===== config.mk =====
export PLATFORM = sky130hd
export DESIGN_NAME = down_counter_seq_flat
export DESIGN_NICKNAME = d
export VERILOG_FILES = /design/src/rtl/down_counter_seq_if.sv /design/src/rtl/down_counter_seq.sv /design/src/flat_wrapper.sv
export SDC_FILE = /design/constraint.sdc
export NUM_CORES = 1
export LEC_CHECK = 0
export ABC_AREA = 1
export CORE_AREA = 2 2 39 41
export DETAILED_ROUTE_END_ITERATION = 8
export DIE_AREA = 0 0 41 43
export GPL_ROUTABILITY_DRIVEN = 0
export PLACE_DENSITY = 0.68
export SKIP_LAST_GASP = 1
export SYNTH_ARGS = -nofsm -noshare
export SYNTH_HDL_FRONTEND = slang
export SYNTH_SLANG_ARGS = --single-unit

===== constraint.sdc =====
create_clock -name clk -period 1.5 [get_ports clk]
set_input_delay 0.375 -clock clk [delete_from_list [all_inputs] [get_ports clk]]
set_output_delay 0.375 -clock clk [all_outputs]
set_load 0.05 [all_outputs]

===== src/rtl/down_counter_seq_if.sv =====
// Handshake bundle for down_counter_seq: the requester drives start/load_val/en/abort,
// the counter returns its remaining count and one-hot ready/busy/done status.
interface down_counter_seq_if #(
    parameter int WIDTH = 5
);
    logic             start;
    logic [WIDTH-1:0] load_val;
    logic             en;
    logic             abort;
    logic [WIDTH-1:0] q;
    logic             ready;
    logic             busy;
    logic             done;

    modport master (
        output start, load_val, en, abort,
        input  q, ready, busy, done
    );

    modport slave (
        input  start, load_val, en, abort,
        output q, ready, busy, done
    );
endinterface


===== src/rtl/down_counter_seq.sv =====
// Loadable down-counter that runs N enabled steps and then pulses done for one cycle;
// status outputs are decoded purely from the state register.
module down_counter_seq #(
    parameter int WIDTH = 5
) (
    input logic            clk,
    input logic            clr,
    down_counter_seq_if.slave bus
);

    typedef enum logic [1:0] {
        IDLE = 2'd0,
        RUN  = 2'd1,
        DONE = 2'd2
    } state_t;

    localparam logic [WIDTH-1:0] ZERO = '0;
    localparam logic [WIDTH-1:0] ONE  = WIDTH'(1);

    state_t           state;
    state_t           state_next;
    logic [WIDTH-1:0] count;
    logic [WIDTH-1:0] count_next;

    always_ff @(posedge clk) begin
        if (clr) begin
            state <= IDLE;
            count <= ZERO;
        end else begin
            state <= state_next;
            count <= count_next;
        end
    end

    // RUN never holds a zero count: reaching one with en high finishes straight into DONE.
    always_comb begin
        state_next = state;
        count_next = count;
        case (state)
            IDLE: begin
                if (bus.start) begin
                    count_next = bus.load_val;
                    state_next = (bus.load_val == ZERO) ? DONE : RUN;
                end
            end
            RUN: begin
                if (bus.abort) begin
                    count_next = ZERO;
                    state_next = IDLE;
                end else if (bus.en) begin
                    count_next = count - ONE;
                    if (count == ONE) begin
                        state_next = DONE;
                    end
                end
            end
            DONE: begin
                count_next = ZERO;
                state_next = IDLE;
            end
            default: begin
                count_next = ZERO;
                state_next = IDLE;
            end
        endcase
    end

    assign bus.q     = count;
    assign bus.ready = (state == IDLE);
    assign bus.busy  = (state == RUN);
    assign bus.done  = (state == DONE);

endmodule


===== src/flat_wrapper.sv =====
// flat-port wrapper written by rule: the top's interface ports become plain ports
module down_counter_seq_flat 
#(
    parameter int WIDTH = 5
)
  (clk, clr, bus_start, bus_load_val, bus_en, bus_abort, bus_q, bus_ready, bus_busy, bus_done);
  down_counter_seq_if #(.WIDTH(WIDTH)) bus_i ();
  input logic clk;
  input logic clr;
  input wire logic [$bits(bus_i.start)-1:0] bus_start;
  input wire logic [$bits(bus_i.load_val)-1:0] bus_load_val;
  input wire logic [$bits(bus_i.en)-1:0] bus_en;
  input wire logic [$bits(bus_i.abort)-1:0] bus_abort;
  output wire logic [$bits(bus_i.q)-1:0] bus_q;
  output wire logic [$bits(bus_i.ready)-1:0] bus_ready;
  output wire logic [$bits(bus_i.busy)-1:0] bus_busy;
  output wire logic [$bits(bus_i.done)-1:0] bus_done;
  assign bus_i.start = bus_start;
  assign bus_i.load_val = bus_load_val;
  assign bus_i.en = bus_en;
  assign bus_i.abort = bus_abort;
  assign bus_q = bus_i.q;
  assign bus_ready = bus_i.ready;
  assign bus_busy = bus_i.busy;
  assign bus_done = bus_i.done;
  down_counter_seq #(.WIDTH(WIDTH)) u_core (.clk(clk), .clr(clr), .bus(bus_i));
endmodule

Word-level counts from Yosys, hierarchy flattened
Cells that the tools add are included.

storage, ports and cells
  bits of input ports = 10
  register bits after elaboration = 7
  output and inout port bits = 8
  word-level logic and storage cells = 23

operators by class
  equality and inequality tests = 6
  reduce and logical (&&, ||, !) cells = 4
  $add $sub $neg = 1
  multiplexer cells = 10

operators with widths
  operator                                                                  number
  5-bit two-way mux                                                         3
  2-bit two-way mux                                                         5
  5-bit one-hot mux with 2 select lines                                     1
  5-bit by 1-bit == test with 1-bit output (second input constant)          1
  5-bit logical NOT                                                         1
  5-bit by 1-bit subtractor with 5-bit output (second input constant)       1
  2-bit one-hot mux with 2 select lines                                     1
  3-bit by 2-bit inequality test with 1-bit output (second input constant)  1
  3-bit inequality test (second input constant)                             1
  3-bit AND reduction                                                       1
  2-bit by 1-bit == test with 1-bit output (second input constant)          1
  2-bit == test (second input constant)                                     1
  2-bit logical NOT                                                         1
  2-bit inequality test (second input constant)                             1
  2-bit AND reduction                                                       1

Depth between registers and ports, before layout
Gate-level depths: netlist of run 1.

  depth after elaboration = 5
  mapped depth = 8

Least setup slack after synthesis of run 1
OpenSTA, ideal clock, no wires.

  path type = register to register
  start = reg u_core.count[0] (netlist: u_core.bus.q[0])
  end = reg u_core.count[2] (netlist: u_core.bus.q[2])
  stages on the path, launching flop included = 7
  slack = -0.064 ns
  data arrival time = 1.494 ns
  required time = 1.430 ns
  path through = dfxtp_1 -> inv_1 -> ha_1 -> xnor2_1 -> o21ai_0 -> nand2_1 -> a21oi_1

on the way
  word-level cells in the longest chain between the ends = 4

ends and longest elaborated chain
  element                                      RTL line                RTL
  start: declaration                           down_counter_seq.sv:22  logic [WIDTH-1:0] count;
  start signal: assignment                     down_counter_seq.sv:31  count <= count_next;
  5-bit by 1-bit subtractor with 5-bit output  down_counter_seq.sv:51  count_next = count - ONE;
  5-bit two-way mux                            down_counter_seq.sv:50  end else if (bus.en) begin
  5-bit two-way mux                            down_counter_seq.sv:47  if (bus.abort) begin
  5-bit one-hot mux with 2 select lines        down_counter_seq.sv:39  case (state)

No other way between the ends. The select of a mux whose other input is x is not followed.
A chain may end at the register's enable or synchronous reset.

Worst setup path after layout of run 1
  start = reg u_core.state[0]
  end = out bus_busy

on the way
  word-level cells in the longest chain between the ends = 1

ends and longest elaborated chain
  element                                   RTL line                RTL
  start: declaration                        down_counter_seq.sv:20  state_t state;
  start signal: assignment                  down_counter_seq.sv:30  state <= state_next;
  2-bit by 1-bit == test with 1-bit output  down_counter_seq.sv:70  assign bus.busy = (state == RUN);
  end: declaration                          flat_wrapper.sv:16      output wire logic [$bits(bus_i.busy)-1:0] bus_busy;

No other way between the ends.

==> key figures, run 1 <==
Outcome
  – Run status: finished, final reports clean

CTS
  – Max clock buf depth: 2
  – CTS buffer count: 3
  – Clock tree from TritonCTS: yes
  – Later-pin clock latency in the skew report: 250 ps
  – Maximum level of the CTS H-tree: 1
  – Root buffer selected by CTS: clkbuf_4
  – CTS sink count: 7
  – Clock transition at path regs: 50 ps

Logic synthesis
  – Largest area contributor in the netlist: dfxtp_1
  – Gate count after technology mapping: 76
  – Share of the yosys chip area belonging to registers: 0.2894
  – Yosys warns: 0
  – Cell Area, Synth: 484.2 um^2
  – Distinct cells, synth: 17
  – Mean post-synth cell area: 6.371 um^2
  – Flop and latch count out of synthesis: 7
  – Portion of synthesized cell area occupied by the leading cell type: 0.2894
  – Synthesized net count: 88
  – Top cells by area, synth: dfxtp_1 29%, nand2_1 19%, nand3_1 6.2%, nor2_1 6.2%, inv_1 5.4%

Detailed routing
  – Average routed wire per standard cell: 10.65 um
  – Number of vias in the routed layout: 542
  – Total Routed Length: 1204 um
  – Iteration-0 DRC count of the detailed router: 7
  – Detail-routed via count per cell: 4.796
  – Post-DRT Antenna Nets: 0
  – Number of remaining DRC errors: 0
  – Number of detailed-route iterations in the first pass: 4

Timing
  – Final cycle utilization of the critical path: 0.9663
  – Count of final hold-check violations: 0
  – Final critical delay including setup and external delays: 1450 ps
  – Fmax achieved: 689.9 MHz
  – Worst Skew: 3.988 ps
  – Least-Margin Pin Slew: 280.0 ps
  – Total of endpoints with negative setup slack in the final report: 0
  – Setup repair after global routing missed its margin: no
  – Final number of max-transition violations: 0
  – Least setup slack across all paths after layout: 50.49 ps
  – Rel. slew slack: 0.8123

Setup path
  – Worst reg2reg startpoint: u_core.state[0]
  – Category of the worst setup path launch point: flip-flop
  – CP Launch Point: u_core.state[0]
  – Crit path capture type: output pin
  – Worst setup path class: flip-flop to output pin
  – Worst EP arrival: 1070 ps
  – Crit-path max FO: 3
  – Required time reported for the critical path endpoint: 1120 ps

Die
  – I/O pins: 18
  – Die width: 41 um
  – Overall die height: 43 um
  – DIE AREA: 0.001763 mm^2
  – Starting density of the core: 0.3499
  – Std-Cell Core Area: 0.001384 mm^2
  – Row Count: 14

Worst hold path
  – Launch instance of the worst min-delay path: u_core.bus.q[0]
  – Type of the tightest min-delay check: flip-flop to flip-flop

Global route
  – Pin count of the biggest net entering global routing: 9
  – Total global routing track utilization: 0.1608
  – Total overflow reported by the global router: 0
  – Via count of the first global-routing pass: 487
  – Number of antenna violations at the first check in global routing: 0
  – Global-route wire length before repair: 1883 um

Finish
  – Final cell count without fillers: 113
  – Number of diodes: 0
  – Number of nets in the finished design: 110
  – Share of final-layout standard cells stronger than drive strength 1: 0.2371
  – Summed area of non-filler cells in the final layout: 783.3 um^2
  – Synth-to-layout area growth: 61.76%

Power
  – Maximum vdd ir drop: 509.1 uV
  – Cell area power density: 965.2 mW/mm^2
  – Pleak: 0.3448 nW

Placed design
  – Port bufs: 17
  – Worst Setup Slack post-DPL: -93.30 ps
  – Area of placed instances: 755.7 um^2
  – Count of placed standard cells including taps: 109
  – Detailed Place HPWL: 926.6 um

Flow run
  – Max-capacitance violation count: 0
-- critical path, cell delays in order (launching register included) --
cell     delay (ps)
dfxtp_1         410
inv_2            80
nor2_2          170
buf_12          160
-- area by class of cell --
type	instances	area [um^2]
sequential	7	142.6
timing repair buffer	17	250.2
multi-input combinational	60	310.3
fill	139	600.6
clock buffer	4	26.28
inverter	9	33.78
tap	16	20.02
-- cell families after synthesis --
logic type	synth area share
compound gates	0.1085
xor+xnor	0.01809
fa+ha+maj	0.05167
buf+inv	0.06978
flops	0.2894
simple gates	0.4625
-- repair_timing --
item	in CTS	in global routing
resized for setup	0	1
buffers inserted	0	0
hold buffers	0	0
endpoints found under the setup margin	0	1
-- cells in the final DEF (no fill, tap or decap), types with 3 or more instances in the layout --
cell type	count
inv_1	7
nor2_1	8
dfxtp_1	5
nand2_1	25
clkdlybuf4s50_1	9
nor2_2	3
nand3_1	6
a21oi_1	5
clkbuf_4	3
buf_12	8
o21ai_0	3
-- metrics by stage --
step           setup TNS (ps)  power [mW]  hold WS, ps    util
3_5_place_dp           -374.7      0.5863        497.9  0.5461
2_1_floorplan          -18.73      0.4311        436.7       -
6_report                    0      0.7560        507.9  0.5660
4_1_cts                     0      0.7596        513.2  0.5651
3_3_place_gp           -263.3      0.5821        500.8  0.5461
5_1_grt                     0      0.7993        546.2  0.5660
-- final timing paths --
| check | to | slack (ps) | cells after the start |
|---|---|---|---|
| setup / recovery | bus_busy | 50 | 3 |
| hold reg to reg | u_core.bus.q[0] | 510 | 2 |
| setup reg to reg | u_core.bus.q[4] | 180 | 6 |
| hold / removal | u_core.bus.q[0] | 510 | 2 |
-- registers in the layout, summed over array words and instances, names as in the netlist --
name,cells
u_core.bus.q,5
u_core.state,2
-- power breakdown --
part	internal [mW]	switching, mW
registers	0.206	0.0299
clock network	0.102	0.0700
logic	0.157	0.191
-- cells in the mapped netlist --
cell,count
ha_1,2
nand2_2,1
a21oi_1,5
nand2_1,25
nand3_1,6
o21ai_0,3
inv_1,7
inv_2,2
nor2_2,3
nor2_4,2
nor3_2,1
nor2_1,8
xnor2_1,1
dfxtp_1,7
nand3b_1,1
nor3_1,1
o22ai_2,1
-- per-layer routing --
metal	vias to the layer above	track usage	part of all wire
met2	20	0.2438	0.45
met5	-	0	0
li1	285	-	-
met1	232	0.1871	0.46
met3	5	0.01571	0.055
met4	0	0.1400	0.036
Note: power is estimated with default switching activity, not from simulation.
==> run 2, diff against run 1 <==
--- a/config.mk
+++ b/config.mk
@@ -5,12 +5,11 @@
 export SDC_FILE = /design/constraint.sdc
 export NUM_CORES = 1
 export LEC_CHECK = 0
-export ABC_AREA = 1
 export CORE_AREA = 2 2 39 41
 export DETAILED_ROUTE_END_ITERATION = 8
 export DIE_AREA = 0 0 41 43
 export GPL_ROUTABILITY_DRIVEN = 0
-export PLACE_DENSITY = 0.68
+export PLACE_DENSITY = 0.65
 export SKIP_LAST_GASP = 1
 export SYNTH_ARGS = -nofsm -noshare
 export SYNTH_HDL_FRONTEND = slang
==> key figures, run 2 <==
Setup path
  – Category of the worst setup path launch point: input port
  – Crit path max-delay cell type: clkdlybuf4s50_1
  – Worst-case register-to-register setup slack: 130 ps (-50 ps)
  – Worst reg2reg startpoint: u_core.bus.q[0]
  – Length in cells of the worst reg-to-reg path: 6 (unchanged)
  – Worst setup path class: input port to flip-flop
  – CP Launch Point: bus_load_val[2]
  – Worst EP arrival: 1680 ps (+610 ps)
  – Crit-path max FO: 2 (-1)
  – Reg-to-reg endpoint: u_core.bus.q[2]
  – Required time reported for the critical path endpoint: 1670 ps (+550 ps)
  – Crit path capture type: flip-flop
  – Sequence of cells on the critical path: clkdlybuf4s50_1, or4_1, o21a_1, a2111oi_2
  – Delay of the slowest cell on the worst path: 450 ps (+40 ps)

Die
  – Std-Cell Core Area: 0.001384 mm^2 (unchanged)
  – Starting density of the core: 0.3255 (-0.02441)
  – Overall die height: 43 um (unchanged)
  – I/O pins: 18 (unchanged)
  – Row Count: 14 (unchanged)
  – DIE AREA: 0.001763 mm^2 (unchanged)
  – Die width: 41 um (unchanged)

Timing
  – Total of endpoints with negative setup slack in the final report: 1 (+1)
  – Least setup slack across all paths after layout: -16.24 ps (-66.72 ps)
  – Hold Slack: 546.7 ps (+38.82 ps)
  – Final number of max-transition violations: 0 (unchanged)
  – Worst Skew: 5.929 ps (+1.941 ps)
  – Fmax achieved: 659.5 MHz (-4.4%)
  – Least-Margin Pin Slew: 279.4 ps (-0.5922 ps)
  – Final critical delay including setup and external delays: 1516 ps (+66.72 ps)
  – Rel. slew slack: 0.8135 (+0.001157)
  – Final cycle utilization of the critical path: 1.011 (+0.04448)
  – Count of final hold-check violations: 0 (unchanged)
  – Setup repair after global routing missed its margin: yes

CTS
  – CTS buffer count: 3 (unchanged)
  – Max clock buf depth: 2 (unchanged)
  – Later-pin clock latency in the skew report: 270 ps (+20 ps)
  – Maximum level of the CTS H-tree: 1 (unchanged)
  – Clock transition at path regs: 60 ps (about the same)
  – Clock tree from TritonCTS: yes
  – Root buffer selected by CTS: clkbuf_4
  – CTS sink count: 7 (unchanged)
  – Number of setup buffers added after CTS: 0 (unchanged)

Global route
  – Total overflow reported by the global router: 0 (unchanged)
  – Pin count of the biggest net entering global routing: 11 (+2)
  – Via count of the first global-routing pass: 457 (-6.2%)
  – Number of antenna violations at the first check in global routing: 0 (unchanged)
  – Total global routing track utilization: 0.1886 (+0.02776)
  – Global-route wire length before repair: 2159 um (+15%)

Finish
  – Synth-to-layout area growth: 81.94%
  – Leading cell types in the layout, fill and taps excluded: 9 x buf_4, 8 x buf_12, 7 x nor2_1, 6 x a21oi_1
  – Flip-flop count of the largest register after layout: 5 (unchanged)
  – Final core area utilization: 0.5922 (+0.02622)
  – Summed area of non-filler cells in the final layout: 819.5 um^2 (+4.6%)
  – Number of nets in the finished design: 97 (-12%)
  – Share of final-layout standard cells stronger than drive strength 1: 0.3810 (+0.1438)
  – Leading cell type in the layout, fill and taps excluded: buf_4
  – Number of diodes: 0 (unchanged)

Power
  – Cell area power density: 901.5 mW/mm^2 (-6.6%)
  – Pleak: 0.3384 nW (-1.9%)
  – Maximum vdd ir drop: 550.3 uV (+8.1%)
  – Tot Pwr: 0.7388 mW (-2.3%)

Worst hold path
  – Launch instance of the worst min-delay path: bus_load_val[4]
  – Depth of the worst hold-timing path: 3 (+1)
  – Type of the tightest min-delay check: input port to flip-flop
  – WHS Endpoint: u_core.bus.q[4]

Logic synthesis
  – Cell Area, Synth: 450.4 um^2 (-7.0%)
  – Largest area contributor in the netlist: dfxtp_1
  – Top cells by area, synth: dfxtp_1 31%, a21oi_1 6.7%, nor2_1 5.8%, ha_1 5.6%, nor2b_1 5.6%
  – Flop and latch count out of synthesis: 7 (unchanged)
  – Mean post-synth cell area: 8.043 um^2 (+26%)
  – Proportion of register bits with asynchronous set or reset after synthesis: 0 (unchanged)
  – Yosys warns: 0 (unchanged)
  – Portion of synthesized cell area occupied by the leading cell type: 0.3111 (+0.02171)
  – Number of flops mapped to enable cells by yosys: 0 (unchanged)
  – Most common flop cell mapped by yosys: dfxtp_1
  – Share of the yosys chip area belonging to registers: 0.3111 (+0.02171)
  – Gate count after technology mapping: 56 (-26%)
  – Leading post-synthesis cells by instance count: 7 x dfxtp_1, 7 x nor2_1, 6 x a21oi_1, 5 x inv_1, 4 x nor2b_1
  – Synthesized net count: 68 (-23%)
  – Distinct cells, synth: 25 (+8)

Detailed routing
  – Number of vias in the routed layout: 523 (-3.5%)
  – Total Routed Length: 1392 um (+16%)
  – Detail-routed via count per cell: 5.230 (+9.0%)
  – Iteration-0 DRC count of the detailed router: 16 (+9)
  – Post-DRT Antenna Nets: 0 (unchanged)
  – Number of detailed-route iterations in the first pass: 5 (+1)
  – Number of remaining DRC errors: 0 (unchanged)
  – Average routed wire per standard cell: 13.92 um (+31%)

Placed design
  – Area of placed instances: 780.7 um^2 (+3.3%)
  – Detailed Place HPWL: 998.5 um (+7.8%)
  – Port bufs: 17 (unchanged)

Flow run
  – Max-capacitance violation count: 0 (unchanged)

Outcome
  – Run status: finished, violations left
  – Failing checks: negative setup slack
-- run 2: changes by cell type after synthesis, sizes merged, moves of 2 or more --
cell,change
a211oi,+2
inv,-4
nand2,-26
nand3,-6
nor2,-6
nor2b,+4
or2,+2
-- run 2: area by class of cell --
class                           instances  area, um^2
Tap cell                               16       20.02
Inverter                                5       18.77
Timing Repair Buffer                   26       316.6
Multi-Input combinational cell         42       292.8
Sequential cell                         7       143.9
Clock buffer                            3       22.52
Fill cell                             131       564.3
Clock inverter                          1       5.005
-- run 2: stage by stage --
stage	setup WS, ps	std cells	TNS, ps
2_1_floorplan	9.304	56	0
3_3_place_gp	-441.4	96	-1648
3_5_place_dp	-478.0	96	-1736
4_1_cts	-72.91	100	-72.91
5_1_grt	-45.02	100	-58.44
6_report	-16.24	100	-16.24
-- run 2: layer usage --
metal	wire length [um]	vias up	GRT usage
met4	36	0	0.1000
met1	622	226	0.2596
met5	0	-	0
li1	-	260	-
met2	625	29	0.2594
met3	108	8	0.04712
-- run 2: how the worst max path moves through the flow --
stage,end,slack [ps],cells past startpoint
CTS,u_core.state[1],-70,4
global route,u_core.state[1],-50,4
global placement,u_core.state[1],-440,4
floorplan,bus_ready,9,2
detailed placement,u_core.state[1],-480,4
finish,u_core.state[1],-20,4
-- run 2: worst max-delay path, delay by kind of cell --
kind	cells	cell delay, ps
AO/OA/AOI/OAI	2	420
buffers and inverters	1	450
AND/OR/NAND/NOR	1	440
-- run 2: where the power goes --
group	switching, mW	internal [mW]	leakage, nW
logic	0.159	0.163	0.262
registers	0.0311	0.205	0.0587
clock network	0.0828	0.0981	0.0177
-- run 2: logic make-up (layout without fill, tap and decap cells) --
kind of cell    after synthesis  in the layout  share of synthesized area
fa+ha+maj                     2              2                    0.05555
flops                         7              7                     0.3111
compound gates               18             18                     0.2694
mux                           1              1                    0.02222
buf+inv                       7             35                    0.07499
simple gates                 21             21                     0.2667
-- run 2: timing repair --
action	in CTS	in global routing
endpoints found under the setup margin	4	5
hold buffers	0	0
pin swaps	3	3
cloned	0	0
gates resized for setup	5	2
